File: config.mk
export PLATFORM = sky130hd
export DESIGN_NAME = truth_table_sweeper
export DESIGN_NICKNAME = d
export VERILOG_FILES = /design/src/rtl/tt_sweep_pkg.sv /design/src/rtl/truth_table_sweeper_sync2.sv /design/src/rtl/truth_table_sweeper.sv
export SDC_FILE = /design/constraint.sdc
export NUM_CORES = 1
export LEC_CHECK = 0
export CAP_MARGIN = 20
export CORE_AREA = 2 2 86 105
export CTS_CLUSTER_SIZE = 12
export DETAILED_ROUTE_END_ITERATION = 8
export DIE_AREA = 0 0 88 107
export GPL_TIMING_DRIVEN = 0
export HOLD_SLACK_MARGIN = 0.05
export PLACE_DENSITY_LB_ADDON = 0.2
export SLEW_MARGIN = 5
export SYNTH_ARGS = -nofsm -noshare
export SYNTH_HDL_FRONTEND = slang
export SYNTH_SLANG_ARGS = --single-unit
export TNS_END_PERCENT = 100
File: constraint.sdc
create_clock -name clk -period 8.4 [get_ports clk]
set_input_delay 1.68 -clock clk [delete_from_list [all_inputs] [get_ports clk]]
set_output_delay 1.68 -clock clk [all_outputs]
set_load 0.02 [all_outputs]
File: src/rtl/tt_sweep_pkg.sv
// Shared types and constants for the truth-table sweeper.
package tt_sweep_pkg;

    typedef enum logic [1:0] {
        IDLE  = 2'd0,
        DRIVE = 2'd1,
        DONE  = 2'd2
    } state_t;

    localparam int NUM_VECTORS = 8;
    localparam int SIG_W       = 8;

endpackage

File: src/rtl/truth_table_sweeper_sync2.sv
// Two-flop synchroniser for an asynchronous single-bit gate output.
module sync2 (
    input  logic clk,
    input  logic rst_n,
    input  logic d,
    output logic q
);

    logic meta_reg;
    logic sync_reg;

    // Shift the asynchronous input through two flops; both clear on reset.
    always_ff @(posedge clk or negedge rst_n) begin
        if (!rst_n) begin
            meta_reg <= 1'b0;
            sync_reg <= 1'b0;
        end else begin
            meta_reg <= d;
            sync_reg <= meta_reg;
        end
    end

    assign q = sync_reg;

endmodule

File: src/rtl/truth_table_sweeper.sv
// Drives all eight input vectors of a 3-input gate, samples its output after
// each dwell and assembles an 8-bit truth-table signature (MSB = vector 000).
module truth_table_sweeper
    import tt_sweep_pkg::*;
#(
    parameter int DWELL_W   = 16,
    parameter int MIN_DWELL = 3
) (
    input  logic               clk,
    input  logic               rst_n,
    input  logic               start,
    input  logic               abort,
    input  logic [DWELL_W-1:0] dwell,
    input  logic [SIG_W-1:0]   expect_sig,
    output logic               in1,
    output logic               in2,
    output logic               in3,
    input  logic               gate_out,
    output logic               busy,
    output logic               done,
    output logic [SIG_W-1:0]   signature,
    output logic               match
);

    state_t             state_reg, state_next;
    logic [2:0]         idx_reg, idx_next;
    logic [2:0]         vec_reg, vec_next;
    logic [DWELL_W-1:0] cnt_reg, cnt_next;
    logic [DWELL_W-1:0] eff_reg, eff_next;
    logic [SIG_W-1:0]   exp_reg, exp_next;
    logic [SIG_W-1:0]   sig_reg, sig_next;
    logic               match_reg, match_next;

    logic               gs;
    logic [DWELL_W-1:0] dwell_clamped;
    logic [2:0]         bit_pos;

    sync2 u_sync2 (
        .clk   (clk),
        .rst_n (rst_n),
        .d     (gate_out),
        .q     (gs)
    );

    // Short dwells cannot cover the synchroniser latency, so they are raised.
    assign dwell_clamped = (dwell < DWELL_W'(MIN_DWELL)) ? DWELL_W'(MIN_DWELL) : dwell;
    // Vector 000 lands in the MSB so the signature reads like the gate's name.
    assign bit_pos       = 3'(NUM_VECTORS - 1) - idx_reg;

    // State and datapath registers; everything returns to idle on reset.
    always_ff @(posedge clk or negedge rst_n) begin
        if (!rst_n) begin
            state_reg <= IDLE;
            idx_reg   <= '0;
            vec_reg   <= '0;
            cnt_reg   <= '0;
            eff_reg   <= '0;
            exp_reg   <= '0;
            sig_reg   <= '0;
            match_reg <= 1'b0;
        end else begin
            state_reg <= state_next;
            idx_reg   <= idx_next;
            vec_reg   <= vec_next;
            cnt_reg   <= cnt_next;
            eff_reg   <= eff_next;
            exp_reg   <= exp_next;
            sig_reg   <= sig_next;
            match_reg <= match_next;
        end
    end

    // Sweep sequencing: dwell countdown, bit capture, vector advance, abort.
    always_comb begin
        state_next = state_reg;
        idx_next   = idx_reg;
        vec_next   = vec_reg;
        cnt_next   = cnt_reg;
        eff_next   = eff_reg;
        exp_next   = exp_reg;
        sig_next   = sig_reg;
        match_next = match_reg;

        case (state_reg)
            IDLE: begin
                vec_next = '0;
                // abort has priority, so a simultaneous start is dropped
                if (start && !abort) begin
                    exp_next   = expect_sig;
                    eff_next   = dwell_clamped;
                    cnt_next   = dwell_clamped - DWELL_W'(1);
                    idx_next   = '0;
                    sig_next   = '0;
                    match_next = 1'b0;
                    state_next = DRIVE;
                end
            end
            DRIVE: begin
                if (abort) begin
                    // partial signature is kept; match was cleared at start
                    vec_next   = '0;
                    state_next = IDLE;
                end else if (cnt_reg != '0) begin
                    cnt_next = cnt_reg - DWELL_W'(1);
                end else begin
                    sig_next[bit_pos] = gs;
                    if (idx_reg == 3'(NUM_VECTORS - 1)) begin
                        // released here so vector 111 is held exactly one dwell
                        vec_next   = '0;
                        match_next = (sig_next == exp_reg);
                        state_next = DONE;
                    end else begin
                        idx_next = idx_reg + 3'd1;
                        vec_next = idx_reg + 3'd1;
                        cnt_next = eff_reg - DWELL_W'(1);
                    end
                end
            end
            DONE: begin
                state_next = IDLE;
            end
            default: begin
                state_next = IDLE;
            end
        endcase
    end

    assign {in1, in2, in3} = vec_reg;
    assign busy            = (state_reg == DRIVE);
    assign done            = (state_reg == DONE);
    assign signature       = sig_reg;
    assign match           = match_reg;

endmodule
==> impl_metrics.json <==
{
  "finalHoldViolCount": 0,
  "critical_path_peak_fanout": 10,
  "post-route-period-util": 0.5084,
  "nNetsFinal": 418,
  "synth_warnings": 0,
  "initial_utilization": 0.3900,
  "pin_count_of_the_biggest_net_entering_global_routing": 60,
  "globalplace.congestion": 0.8365,
  "synth_edf_count": 0,
  "die_area_mm2": 0.009416,
  "setup_tns_ns": 0,
  "timing.setup.critical_path_class": "in -> reg",
  "floorplan.io_pins": 43,
  "avgSynthCellArea_um2": 9.814,
  "clk_path_buf_depth": 2,
  "grt_remaining_overflow": 0,
  "final_util": 0.4787,
  "vias": 2783,
  "post_synth_instance_area_mm2": 0.003268,
  "ys_seq_elements": 59,
  "postRouteWirelength_um": 8480,
  "cap_viol_max_count": 0,
  "flow.area_growth_from_synthesis_pct": 22.74,
  "reg2reg_from": "state_reg[1]$_DFFE_PN0P_",
  "grt_pass1_wl_um": 14150,
  "post_cts_clock_slew_at_the_launch_and_capture_registers_of_the_worst_setup_and_hold_paths_ns": 0.07,
  "fin_ws_ns": 4.129,
  "vias_in_the_first_global_route": 2863,
  "skew_ns": 0.01083,
  "detailedRoute.firstPassIterationCount": 4,
  "synth_flop_cell": "dfrtp_1",
  "static-leakage-power_uw": 0.001633,
  "timing.max_slew.rel_slack": 0.4790,
  "dp_slack_ns": 3.838,
  "period_needed_ns": 4.271,
  "setup.worst_path.end_class": "flop",
  "cts_setup_buffers": 0,
  "clock_insertion_delay_worst_skew_ns": 0.35,
  "status": "finished clean",
  "rsz0062_at_grt": "no",
  "placeableCoreArea_mm2": 0.008379,
  "setup_viol_count_final": 0,
  "crit_path_start": "dwell[15]",
  "worstSetupStartpointType": "primary input",
  "transition_time_at_the_pin_with_the_least_slew_margin_ns": 0.7815,
  "timing.critical_path.required_ns": 8.67,
  "hpwl_um": 6113,
  "cts_buffers": 9,
  "htree_num_levels": 3,
  "cts_hold_buf": 0,
  "cts_resized": 0,
  "asyncSetResetFlopFracSynth": 1.000,
  "rrSetupSlack_ns": 4.77,
  "worst_reg2reg_path_length_in_cells": 12,
  "postRouteAntennaNets": 0,
  "drc_errors": 0,
  "buffers_added_on_ports": 42,
  "grt.total_usage": 0.1982,
  "cp-endpoint": "cnt_reg[10]$_DFFE_PN0P_",
  "maxSlewViolCount": 0,
  "number_of_clock_sinks": 59,
  "die_height_um": 107,
  "avgRoutedWirePerCell_um": 16.73,
  "number_of_inserted_diodes": 0,
  "total_power_uw": 841.4,
  "max_clock_freq_ghz": 0.2342,
  "yosys.cell_types.count": 51,
  "cells_after_synth": 333,
  "drive_gt1_frac": 0.1513,
  "cts_tree": "built",
  "power_density_mw_per_mm2": 209.8,
  "drt-initial-drc-count": 155,
  "floorplan.die.width_um": 88,
  "number_of_antenna_violations_at_the_first_check_in_global_routing": 0,
  "synth.yosys.seq_area_share": 0.4518,
  "worst_ir_drop_vdd_v": 0.00008456,
  "fillers": 831,
  "cp.arrival_ns": 4.54,
  "regToRegEndpoint": "cnt_reg[14]$_DFFE_PN0P_",
  "clock_tree.root_cell": "clkbuf_8",
  "fp-row-count": 37,
  "holdCritPathClass": "reg -> reg",
  "drt-vias-per-instance": 5.489,
  "postSynthNetCount": 365
}
==> kinds of logic (layout without fill, tap and decap cells) <==
family                   count (synthesis)  count (layout)  share of synthesized area
adder cells (fa/ha/maj)                  3               3                    0.01149
AND/OR/NAND/NOR                        120             120                     0.1876
XOR/XNOR                                10              10                    0.02680
flip-flops                              59              59                     0.4518
buffers and inverters                   27              84                    0.04479
AO/OA/AOI/OAI                           82              82                     0.1704
multiplexers                            32              32                     0.1072
==> synth_stat cells, drive strengths merged, types with 3 or more instances <==
master / number / area share
a311oi: 3 / 0.010
nand3: 8 / 0.012
ha: 3 / 0.011
nor4: 5 / 0.0096
and2: 5 / 0.0096
mux2i: 8 / 0.025
or3: 5 / 0.0096
dfrtp: 59 / 0.45
a21o: 5 / 0.011
buf: 14 / 0.030
nor3: 10 / 0.019
xor2: 9 / 0.024
mux2: 24 / 0.083
nor3b: 3 / 0.0069
nand2: 34 / 0.039
a31oi: 16 / 0.031
a41oi: 3 / 0.0080
or4: 8 / 0.018
o21bai: 4 / 0.010
clkbuf: 11 / 0.013
o31ai: 11 / 0.025
nor2: 29 / 0.033
a21oi: 14 / 0.021
o21ai: 14 / 0.021
==> worst min-delay path by stage <==
stage | start | to | depth (start not counted)
floorplan | u_sync2.meta_reg$_DFF_PN0_ | u_sync2.q$_DFF_PN0_ | 0
global placement | u_sync2.meta_reg$_DFF_PN0_ | u_sync2.q$_DFF_PN0_ | 0
detailed placement | u_sync2.meta_reg$_DFF_PN0_ | u_sync2.q$_DFF_PN0_ | 0
CTS | u_sync2.meta_reg$_DFF_PN0_ | u_sync2.q$_DFF_PN0_ | 0
global route | u_sync2.meta_reg$_DFF_PN0_ | u_sync2.q$_DFF_PN0_ | 0
finish | u_sync2.meta_reg$_DFF_PN0_ | u_sync2.q$_DFF_PN0_ | 0
==> placed cells by master, fill, tap and decap left out, types with 3 or more instances in the layout <==
cell type / n
or3_1: 5
buf_4: 5
a21o_1: 5
or4_1: 8
a41oi_1: 3
mux2i_1: 8
and2_1: 5
clkbuf_8: 12
o21bai_1: 3
nor4_1: 5
nor3_1: 9
o31ai_1: 11
dfrtp_1: 59
ha_1: 3
clkdlybuf4s50_1: 41
o21ai_0: 14
nand2_1: 34
buf_6: 3
mux2_2: 24
clkbuf_1: 12
nor3b_1: 3
xor2_1: 9
buf_2: 6
nand3_1: 8
nor2_1: 29
a31oi_1: 16
a21oi_1: 14
==> power breakdown <==
part	internal [uW]	total, uW	switching (uW)	leakage, uW
logic	98.8	212	113	0.000816
clock network	129	242	113	0.0000953
registers	339	387	48.1	0.000722
total	567	841	275	0.00163
==> worst max-delay path: stages <==
cell and delay, ns:
clkdlybuf4s50_1 0.48, nor4_1 0.52, a41oi_1 0.25, and2_1 0.23
a21o_1 0.18, ha_1 0.19, and2_1 0.18, nand3_1 0.12
clkbuf_1 0.38, o31ai_1 0.14, a31oi_1 0.19
==> per-stage QoR <==
stage,std cells,hold slack [ns],cell area (um2)
after floorplan,333,0.3312,3268
after global placement,492,0.3356,3835
after detailed placement,492,0.3395,3832
after CTS,507,0.3447,4011
after global routing,507,0.3729,4011
final,507,0.3411,4011
==> cell type report <==
cell class | instances | area [um2] | share of cell area
Tap cell | 117 | 146.4 | 0.03649
Multi-Input combinational cell | 247 | 1645 | 0.4102
Clock buffer | 13 | 168.9 | 0.04211
Clock inverter | 2 | 10.01 | 0.002495
Sequential cell | 59 | 1476 | 0.3681
Inverter | 2 | 7.507 | 0.001871
Buffer | 25 | 138.9 | 0.03462
Timing Repair Buffer | 42 | 417.9 | 0.1042
==> routing by layer <==
layer	track usage	up-vias	wire length, um
met1	0.2453	1366	3670
met4	0.09341	0	176
met2	0.3279	60	4292
met3	0.03849	15	340
met5	0	-	0
li1	-	1342	-
Note: power is estimated with default switching activity, not from simulation.
